==> src/rtl/nvram_backup_ctrl.sv <==
// ---------------------------------------------------------------------------
// nvram_backup_ctrl
//   Copies the backup NVRAM to and from the mounted .SAV image, one 512-byte
//   SD sector at a time, using the user_io sd_lba / sd_rd / sd_wr / sd_ack
//   handshake. A mount with a non-empty image loads the whole image into the
//   NVRAM buffer. Completing that load pulses bk_reset so the core restarts
//   with the restored save. A rising edge on save_req writes the buffer back
//   to the image.
//
//   Optional feature (macro NVRAM_AUTOSAVE_EN): core writes to the NVRAM mark
//   it dirty. After AUTOSAVE_QUIET cycles with no further writes, the block
//   issues its own save. When the macro is undefined, i_nvram_we is ignored.
//
// Ports
//   i_clk_sys      system clock
//   i_reset        synchronous active-high reset
//   i_img_mounted  image mount strobe/level from user_io
//   i_img_size     mounted image size in bytes (0 = nothing usable)
//   i_download     ROM download in progress; its rising edge disables backup
//   i_save_req     OSD "write save RAM"; rising edge requests a save
//   i_nvram_we     core NVRAM write strobe (dirty tracking, autosave only)
//   i_sd_ack       user_io sector acknowledge
//   o_sd_lba       sector address (upper bits zero, low bits = o_sec_idx)
//   o_sd_rd        sector read request (load)
//   o_sd_wr        sector write request (save)
//   o_sec_idx      current sector; high address bits of the dpram port B
//   o_bk_ena       a save image is mounted and usable
//   o_bk_busy      transfer in progress
//   o_bk_reset     one-cycle pulse after a completed load
//   o_bk_err       sticky; the last transfer timed out waiting for sd_ack
// ---------------------------------------------------------------------------
module nvram_backup_ctrl #(
    parameter int unsigned SECTORS        = 16,
    parameter logic [23:0] ACK_TIMEOUT    = 24'd8000000,
    parameter logic [23:0] AUTOSAVE_QUIET = 24'd4000000,
    localparam int unsigned SW            = (SECTORS > 1) ? $clog2(SECTORS) : 1
) (
    input  logic          i_clk_sys,
    input  logic          i_reset,
    input  logic          i_img_mounted,
    input  logic [31:0]   i_img_size,
    input  logic          i_download,
    input  logic          i_save_req,
    input  logic          i_nvram_we,
    input  logic          i_sd_ack,
    output logic [31:0]   o_sd_lba,
    output logic          o_sd_rd,
    output logic          o_sd_wr,
    output logic [SW-1:0] o_sec_idx,
    output logic          o_bk_ena,
    output logic          o_bk_busy,
    output logic          o_bk_reset,
    output logic          o_bk_err
);

    localparam logic [SW-1:0] LAST_SEC = SW'(SECTORS - 1);

    typedef enum logic [2:0] {
        S_IDLE,
        S_REQ,
        S_WAIT_HI,
        S_WAIT_LO,
        S_DONE
    } state_t;

    // ------------------------------------------------------------------
    // Registered edge detectors. Each edge becomes a one-cycle pulse and is
    // acted on in the following cycle. Reset loads the delay registers with
    // the live inputs, so a level that is already high is not taken as an
    // edge.
    // ------------------------------------------------------------------
    logic r_mnt_d, r_dl_d, r_save_d, r_ack_d;
    logic r_mnt_rise, r_size_nz, r_dl_rise, r_save_rise, r_ack_rise, r_ack_fall;

    always_ff @(posedge i_clk_sys) begin
        r_mnt_d  <= i_img_mounted;
        r_dl_d   <= i_download;
        r_save_d <= i_save_req;
        r_ack_d  <= i_sd_ack;
        if (i_reset) begin
            r_mnt_rise  <= 1'b0;
            r_size_nz   <= 1'b0;
            r_dl_rise   <= 1'b0;
            r_save_rise <= 1'b0;
            r_ack_rise  <= 1'b0;
            r_ack_fall  <= 1'b0;
        end else begin
            r_mnt_rise  <= i_img_mounted & ~r_mnt_d;
            r_size_nz   <= |i_img_size;
            r_dl_rise   <= i_download & ~r_dl_d;
            r_save_rise <= i_save_req & ~r_save_d;
            r_ack_rise  <= i_sd_ack & ~r_ack_d;
            r_ack_fall  <= ~i_sd_ack & r_ack_d;
        end
    end

    // ------------------------------------------------------------------
    // Sequencer state
    // ------------------------------------------------------------------
    state_t        r_state, w_state_n;
    logic [SW-1:0] r_sec, w_sec_n;
    logic          r_rd, w_rd_n;
    logic          r_wr, w_wr_n;
    logic          r_busy, w_busy_n;
    logic          r_bkrst, w_bkrst_n;
    logic          r_err, w_err_n;
    logic          r_ena, w_ena_n;
    logic          r_load_q, w_load_q_n;   // load waiting for IDLE
    logic          r_pend, w_pend_n;       // save edge seen while busy
    logic          r_is_load, w_is_load_n; // direction of current operation
    logic [23:0]   r_cnt, w_cnt_n;         // sd_ack wait counter
    logic          w_start_save;
    logic          w_auto_req;

    // ------------------------------------------------------------------
    // Autosave dirty tracking
    // ------------------------------------------------------------------
`ifdef NVRAM_AUTOSAVE_EN
    logic        r_dirty;
    logic [23:0] r_qcnt;   // cycles since the last NVRAM write, saturating

    always_ff @(posedge i_clk_sys) begin
        if (i_reset) begin
            r_dirty <= 1'b0;
            r_qcnt  <= 24'd0;
        end else if (i_nvram_we) begin
            // A write during a transfer re-dirties the buffer and restarts
            // the quiet period.
            r_dirty <= 1'b1;
            r_qcnt  <= 24'd0;
        end else begin
            if (w_start_save || (r_state == S_DONE && r_is_load))
                r_dirty <= 1'b0;
            if (r_qcnt != AUTOSAVE_QUIET)
                r_qcnt <= r_qcnt + 24'd1;
        end
    end

    assign w_auto_req = r_dirty & r_ena & (r_state == S_IDLE) & (r_qcnt == AUTOSAVE_QUIET);
`else
    logic w_unused;
    assign w_unused   = ^{i_nvram_we, AUTOSAVE_QUIET};
    assign w_auto_req = 1'b0;
`endif

    // ------------------------------------------------------------------
    // Next-state logic
    // ------------------------------------------------------------------
    always_comb begin
        w_state_n    = r_state;
        w_sec_n      = r_sec;
        w_rd_n       = r_rd;
        w_wr_n       = r_wr;
        w_busy_n     = r_busy;
        w_bkrst_n    = 1'b0;
        w_err_n      = r_err;
        w_ena_n      = r_ena;
        w_load_q_n   = r_load_q;
        w_pend_n     = r_pend;
        w_is_load_n  = r_is_load;
        w_cnt_n      = r_cnt;
        w_start_save = 1'b0;

        // Enable tracking. A download edge overrides a mount edge in the
        // same cycle, and a queued load is discarded.
        if (r_mnt_rise) begin
            w_ena_n    = r_size_nz;
            w_load_q_n = r_size_nz;
        end
        if (r_dl_rise) begin
            w_ena_n    = 1'b0;
            w_load_q_n = 1'b0;
        end

        // While busy, save edges collapse into one pending save.
        if (r_state != S_IDLE && r_save_rise)
            w_pend_n = 1'b1;

        unique case (r_state)
            S_IDLE: begin
                if (w_load_q_n) begin
                    // A load takes priority. A save requested in the
                    // same cycle is dropped.
                    w_load_q_n  = 1'b0;
                    w_pend_n    = 1'b0;
                    w_is_load_n = 1'b1;
                    w_sec_n     = '0;
                    w_busy_n    = 1'b1;
                    w_err_n     = 1'b0;
                    w_state_n   = S_REQ;
                end else if ((r_save_rise || r_pend || w_auto_req) && w_ena_n) begin
                    w_start_save = 1'b1;
                    w_pend_n     = 1'b0;
                    w_is_load_n  = 1'b0;
                    w_sec_n      = '0;
                    w_busy_n     = 1'b1;
                    w_err_n      = 1'b0;
                    w_state_n    = S_REQ;
                end else begin
                    w_pend_n = 1'b0;
                end
            end
            S_REQ: begin
                w_rd_n    = r_is_load;
                w_wr_n    = ~r_is_load;
                w_cnt_n   = 24'd0;
                w_state_n = S_WAIT_HI;
            end
            S_WAIT_HI: begin
                if (r_ack_rise) begin
                    w_rd_n    = 1'b0;
                    w_wr_n    = 1'b0;
                    w_state_n = S_WAIT_LO;
                end else if (r_cnt == ACK_TIMEOUT - 24'd1) begin
                    // The request was held for ACK_TIMEOUT cycles without an
                    // acknowledge. Abort the transfer with no bk_reset.
                    w_rd_n    = 1'b0;
                    w_wr_n    = 1'b0;
                    w_err_n   = 1'b1;
                    w_busy_n  = 1'b0;
                    w_state_n = S_IDLE;
                end else begin
                    w_cnt_n = r_cnt + 24'd1;
                end
            end
            S_WAIT_LO: begin
                if (r_ack_fall) begin
                    if (r_sec == LAST_SEC) begin
                        w_state_n = S_DONE;
                    end else if (!w_ena_n) begin
                        // A download started: the image is no longer ours.
                        w_busy_n  = 1'b0;
                        w_state_n = S_IDLE;
                    end else begin
                        w_sec_n   = r_sec + SW'(1);
                        w_state_n = S_REQ;
                    end
                end
            end
            S_DONE: begin
                w_busy_n  = 1'b0;
                w_bkrst_n = r_is_load;
                w_state_n = S_IDLE;
            end
            default: w_state_n = S_IDLE;
        endcase
    end

    always_ff @(posedge i_clk_sys) begin
        if (i_reset) begin
            r_state   <= S_IDLE;
            r_sec     <= '0;
            r_rd      <= 1'b0;
            r_wr      <= 1'b0;
            r_busy    <= 1'b0;
            r_bkrst   <= 1'b0;
            r_err     <= 1'b0;
            r_ena     <= 1'b0;
            r_load_q  <= 1'b0;
            r_pend    <= 1'b0;
            r_is_load <= 1'b0;
            r_cnt     <= 24'd0;
        end else begin
            r_state   <= w_state_n;
            r_sec     <= w_sec_n;
            r_rd      <= w_rd_n;
            r_wr      <= w_wr_n;
            r_busy    <= w_busy_n;
            r_bkrst   <= w_bkrst_n;
            r_err     <= w_err_n;
            r_ena     <= w_ena_n;
            r_load_q  <= w_load_q_n;
            r_pend    <= w_pend_n;
            r_is_load <= w_is_load_n;
            r_cnt     <= w_cnt_n;
        end
    end

    assign o_sd_lba   = 32'(r_sec);
    assign o_sd_rd    = r_rd;
    assign o_sd_wr    = r_wr;
    assign o_sec_idx  = r_sec;
    assign o_bk_ena   = r_ena;
    assign o_bk_busy  = r_busy;
    assign o_bk_reset = r_bkrst;
    assign o_bk_err   = r_err;

endmodule

==> config.mk <==
export PLATFORM = sky130hd
export DESIGN_NAME = nvram_backup_ctrl
export DESIGN_NICKNAME = d
export VERILOG_FILES = /design/src/rtl/nvram_backup_ctrl.sv
export SDC_FILE = /design/constraint.sdc
export NUM_CORES = 1
export LEC_CHECK = 0
export CAP_MARGIN = 10
export CORE_MARGIN = 10
export CORE_UTILIZATION = 50
export CTS_BUF_LIST = sky130_fd_sc_hd__clkbuf_16
export CTS_CLUSTER_DIAMETER = 40
export DETAILED_ROUTE_END_ITERATION = 8
export DONT_BUFFER_PORTS = 1
export GPL_ROUTABILITY_DRIVEN = 1
export GPL_TIMING_DRIVEN = 1
export PLACE_DENSITY = 0.79
export SLEW_MARGIN = 20
export SYNTH_ARGS = -nofsm -noshare
export SYNTH_HDL_FRONTEND = slang
export SYNTH_SLANG_ARGS = --single-unit
export TNS_END_PERCENT = 20
==> constraint.sdc <==
create_clock -name i_clk_sys -period 2.4 [get_ports i_clk_sys]
set_input_delay 0.48 -clock i_clk_sys [delete_from_list [all_inputs] [get_ports i_clk_sys]]
set_output_delay 0.48 -clock i_clk_sys [all_outputs]
set_load 0.05 [all_outputs]
# Word-level counts from Yosys, hierarchy flattened
# Index checks and enable logic that the tools add are counted.
dict set report classes {
  addsub 2
  n_eq_ne 15
  mux 38
  n_bitwise 12
  n_reduce_logical 20
}
# op n
set op_table {}
lappend op_table {{24-bit 2-to-1 mux} 2}
lappend op_table {{24-bit case mux with 2 select lines} 1}
lappend op_table {{32-bit OR reduction} 1}
lappend op_table {{24-bit by 1-bit adder with 24-bit output, second input constant} 1}
lappend op_table {{24-bit by 23-bit equality test with 1-bit output, second input constant} 1}
lappend op_table {{4-bit 2-to-1 mux} 5}
lappend op_table {{1-bit 2-to-1 mux} 18}
lappend op_table {{3-bit 2-to-1 mux} 6}
lappend op_table {{2-bit != test, second input constant} 7}
lappend op_table {{3-bit case mux with 4 select lines} 1}
lappend op_table {{4-bit case mux with 2 select lines} 1}
lappend op_table {{2-bit nonzero test} 4}
lappend op_table {{1-bit inverter} 7}
lappend op_table {{7-bit AND reduction} 1}
lappend op_table {{3-bit by 2-bit equality test with 1-bit output, second input constant} 2}
lappend op_table {{1-bit case mux with 2 select lines} 3}
lappend op_table {{3-bit AND reduction} 2}
lappend op_table {{1-bit AND} 5}
lappend op_table {{5-bit AND reduction} 1}
lappend op_table {{4-bit by 1-bit adder with 4-bit output, second input constant} 1}
lappend op_table {{4-bit equality test, second input constant} 1}
lappend op_table {{1-bit case mux with 4 select lines} 1}
lappend op_table {{2-bit AND reduction} 2}
lappend op_table {{4-bit AND reduction} 1}
lappend op_table {{other kinds (10)} 12}
dict set report totals {
  regBits 50
  input_bits 39
  output_inout_bits 42
  wordCells 109
}

# Longest topological paths before layout
dict set report depth {
  word_depth 6
  ltp_mapped 8
}

# Worst setup path before layout
# OpenSTA, ideal clock, no wires.
dict set report synth_path {
  path_kind {register to register}
  startpoint {register r_cnt[9]}
  endpoint {register r_cnt[6]}
  arrival_time_ns 2.166
  required_ns 2.255
  path_slack_ns 0.089
  stages_incl_launch_ff 8
  n_path_buf 2
  cell_sequence {dfxtp_1 buf_6 or4b_1 or4_4 buf_6 o31a_1 a41oi_1 a311oi_1}
}
dict set report synth_between {
  elab_chain_cells 3
}
# item line_no
set synth_lines {}
lappend synth_lines {{from (decl)} 111} ;# logic [23:0] r_cnt, w_cnt_n;
lappend synth_lines {{from (signal assigned)} 275} ;# r_cnt <= w_cnt_n;
lappend synth_lines {{24-bit by 23-bit equality test with 1-bit output} 214} ;# end else if (r_cnt == ACK_TIMEOUT - 24'd1) begin
lappend synth_lines {{2-bit != test (no line)} n/a}
lappend synth_lines {{3-bit AND reduction (no line)} n/a}
# No other way between the ends.
# A chain may end at the register's enable or synchronous reset.

# Final worst setup path
dict set report layout_path {
  startpoint {register r_cnt[13]}
  endpoint {register r_rd, in the netlist o_sd_rd}
}
dict set report layout_between {
  elab_chain_cells 3
}
# item line_no
set layout_lines {}
lappend layout_lines {{24-bit by 23-bit equality test with 1-bit output} 214}
lappend layout_lines {{3-bit != test (no line)} n/a}
lappend layout_lines {{2-bit AND reduction (no line)} n/a}
lappend layout_lines {{to (signal assigned)} 266} ;# r_rd <= w_rd_n;
lappend layout_lines {{to (decl)} 102} ;# logic r_rd, w_rd_n;
# No other way between the ends.

==> out/qor.csv <==
stage;metric;value;unit
pwr;power per cell area;592;nW/um2
clocking;Worst-Skew Late Latency;0.29;ns
status;outcome;finished clean;
synth;xor/xnor cell area share of the yosys netlist;0;
sta;Final min period;2.34;ns
layout;max reg flops;24;
worst_setup_path;CP Capture Type;flop;
detailed_routing;drt pass-1 iters;4;
worst_setup_path;CP required;2.56;ns
detailed_routing;DR WL/cell;16.4;um
clocking;Root Driver;clkbuf_16;
placement;IO Port Bufs;0;
hold_path;Min-Delay Path Class;input port to flop;
clocking;cts repair resizes;0;
grt;largest net degree at the start of global routing;34;
synth;Seq cells post-synth;50;
synth;main combinational cell family by area after synthesis;simple AND/OR/NAND/NOR gates;
worst_setup_path;slowest cell delay on critical path;0.62;ns
die;DIE WIDTH;94.3;um
synth;Yosys cell types;64;
sta;Hold Fails Final Rpt;0;
layout;Area Overhead vs Synth;7.80;%
layout;layout cells sized above 1;0.139;
clocking;CTS Buf Count;5;
worst_setup_path;CP Class;flop to flop;
synth;mux cell area share after synthesis;0.0145;
synth;Post-synth ARST share;0;
synth;Syn Area/Cell;8.49;um2
placement;DP Area;2820;um2
die;die height;94.3;um
detailed_routing;final wirelength;6690;um
worst_setup_path;Worst path slowest cell;or4_4;
synth;Syn. warnings;0;
layout;Layout Nets;379;
placement;hpwl dp;5010;um
die;core area;5240;um2
pwr;Lkg Pwr;0.00104;uW
clocking;Setup Buffers After CTS;0;
synth;Post-Syn Area;2760;um2
die;Cell Rows;26;
die;IO Pins;81;
worst_setup_path;crit path launch type;flop;
detailed_routing;via density per instance;5.88;
grt;gr usage total;0.152;
detailed_routing;post-route DRC violation count;0;
clocking;Post-CTS Hold Fix Bufs;0;
layout;Design Area, Final;2970;um2
layout;Largest Register;r_cnt;
sta;Worst-Margin Slew;0.564;ns
grt;vias in the first global route;2374;
layout;post-layout util;0.568;
placement;RD Place Congestion;0.871;
sta;Final Cycle Share;0.975;
synth;Post-synth EDFFs;0;
flow_run;max-cap viol count;0;
clocking;H-tree depth;2;
grt;initial antenna violation count;0;
clocking;clk slew on worst S/H paths;0.07;ns
sta;Final Max Tran Viols;0;
layout;n_diodes;0;
synth;Simple-Gate Fraction of Synth Area;0.267;
die;Starting Density;0.527;
clocking;CTS tree;done;
synth;part of the Yosys area used for sequential elements;0.363;
worst_setup_path;crit-path cells;or4b_1 > or4_4 > o211a_1 > o211ai_2 > o41ai_1;
worst_setup_path;CP Max Fanout;9;
detailed_routing;via count;2403;
synth;Synth Area in Compound Gates;0.221;
sta;Fin Clk Skew;0.00336;ns
die;die area;8890;um2
detailed_routing;DRT antenna net count;0;
layout;FILL cells;452;
sta;worst hold margin;0.210;ns
synth;cells after synthesis;325;
sta;unrepaired setup endpoints after global routing;no;
clocking;Clock Path Buffers;2;
grt;Remaining Overflow, GRT;0;
layout;non-filler cells in the finished layout;409;
grt;first-pass GRT wire length;11300;um
synth;prevailing post-synth register cell;dfxtp_1;
sta;Setup-failing EPs final;0;
synth;Synth Area in Adders;0.00907;
detailed_routing;initial DRC count;240;
sta;Fmax achieved;427;MHz
worst_setup_path;WP data arrival;2.50;ns
placement;placed cells;401;
pwr;Worst VDD drop;0.476;mV
clocking;# clock sinks;50;
sta;Final TNS setup;0;ns
sta;Slew HR;0.621;
==> logic make-up after synthesis <==
logic type      Yosys count
flops                    50
fa+ha+maj                 2
mux                       4
other cells               1
buf+inv                  53
simple gates            130
compound gates           85
==> per-stage QoR <==
stage,total power [uW],setup slack [ns]
global placement,1060,0.121
CTS,1770,0.0694
detailed placement,1060,0.0903
finish,1760,0.0598
global route,1810,0.00459
floorplan,1080,0.0895
==> path summary, 6_finish.rpt <==
check                                   start          end  slack [ns]  depth (start not counted)
worst min register to register       r_save_d  r_save_rise        0.39                          1
worst max-delay path                r_cnt[13]      o_sd_rd        0.06                          5
worst max register to register      r_cnt[13]      o_sd_rd        0.06                          5
worst min-delay path            i_img_mounted      r_mnt_d        0.21                          0
==> final cells by class <==
| cell class | instances | area (um2) | area share |
|---|---|---|---|
| clock buffers | 5 | 125 | 0.0421 |
| clock inverters | 3 | 25.0 | 0.00841 |
| inverters | 9 | 33.8 | 0.0114 |
| multi-input cells | 249 | 1520 | 0.510 |
| flip-flops and latches | 50 | 1000 | 0.337 |
| well taps | 70 | 87.6 | 0.0294 |
| repair buffers | 23 | 185 | 0.0623 |
==> cells in the mapped netlist, types with 7 or more instances <==
master / number / area share
nor4_1: 12 / 0.027
nor2_1: 22 / 0.030
buf_4: 32 / 0.087
nand4_1: 7 / 0.016
dfxtp_1: 50 / 0.36
o21ai_0: 16 / 0.029
nand2_1: 19 / 0.026
a31oi_1: 8 / 0.018
nor3_1: 12 / 0.022
nand3_1: 15 / 0.027
clkbuf_1: 7 / 0.0095
a21oi_1: 15 / 0.027
inv_1: 9 / 0.012
==> worst max-delay path, delay by kind of cell (launching register included) <==
family | cells | cell delay (ns)
DFF | 1 | 0.34
AOI/OAI and AO/OA | 3 | 0.73
and+or+nand+nor | 2 | 1.13
==> where the power goes <==
| group | internal, uW | switching (uW) | total [uW] |
|---|---|---|---|
| sequential | 844 | 17.8 | 862 |
| combinational | 39.4 | 148 | 187 |
| clock | 392 | 320 | 712 |
==> cell usage in the layout, fill, tap and decap left out, drive strengths merged, types with 3 or more instances in the layout <==
cell type  instances
dfxtp             50
a31oi              8
mux2i              4
or3                3
o31ai              7
nor4              12
inv               10
conb              28
nor3              12
a21oi             16
nor2              22
nand3             15
or2                5
o21a               3
clkbuf             5
and3               4
a311oi             3
or3b               3
nand4              7
nand2b             4
o21ai             22
o211ai             3
buf               23
nor3b              7
nand2             20
or4                7
==> layer usage <==
metal	vias to the layer above	track usage	share of wire
li1	1180	-	-
met1	1146	0.183	0.43
met2	70	0.262	0.50
met3	7	0.0376	0.067
met4	0	0.0367	0.0076
met5	-	0	0
(Power assumes the default switching activity.)
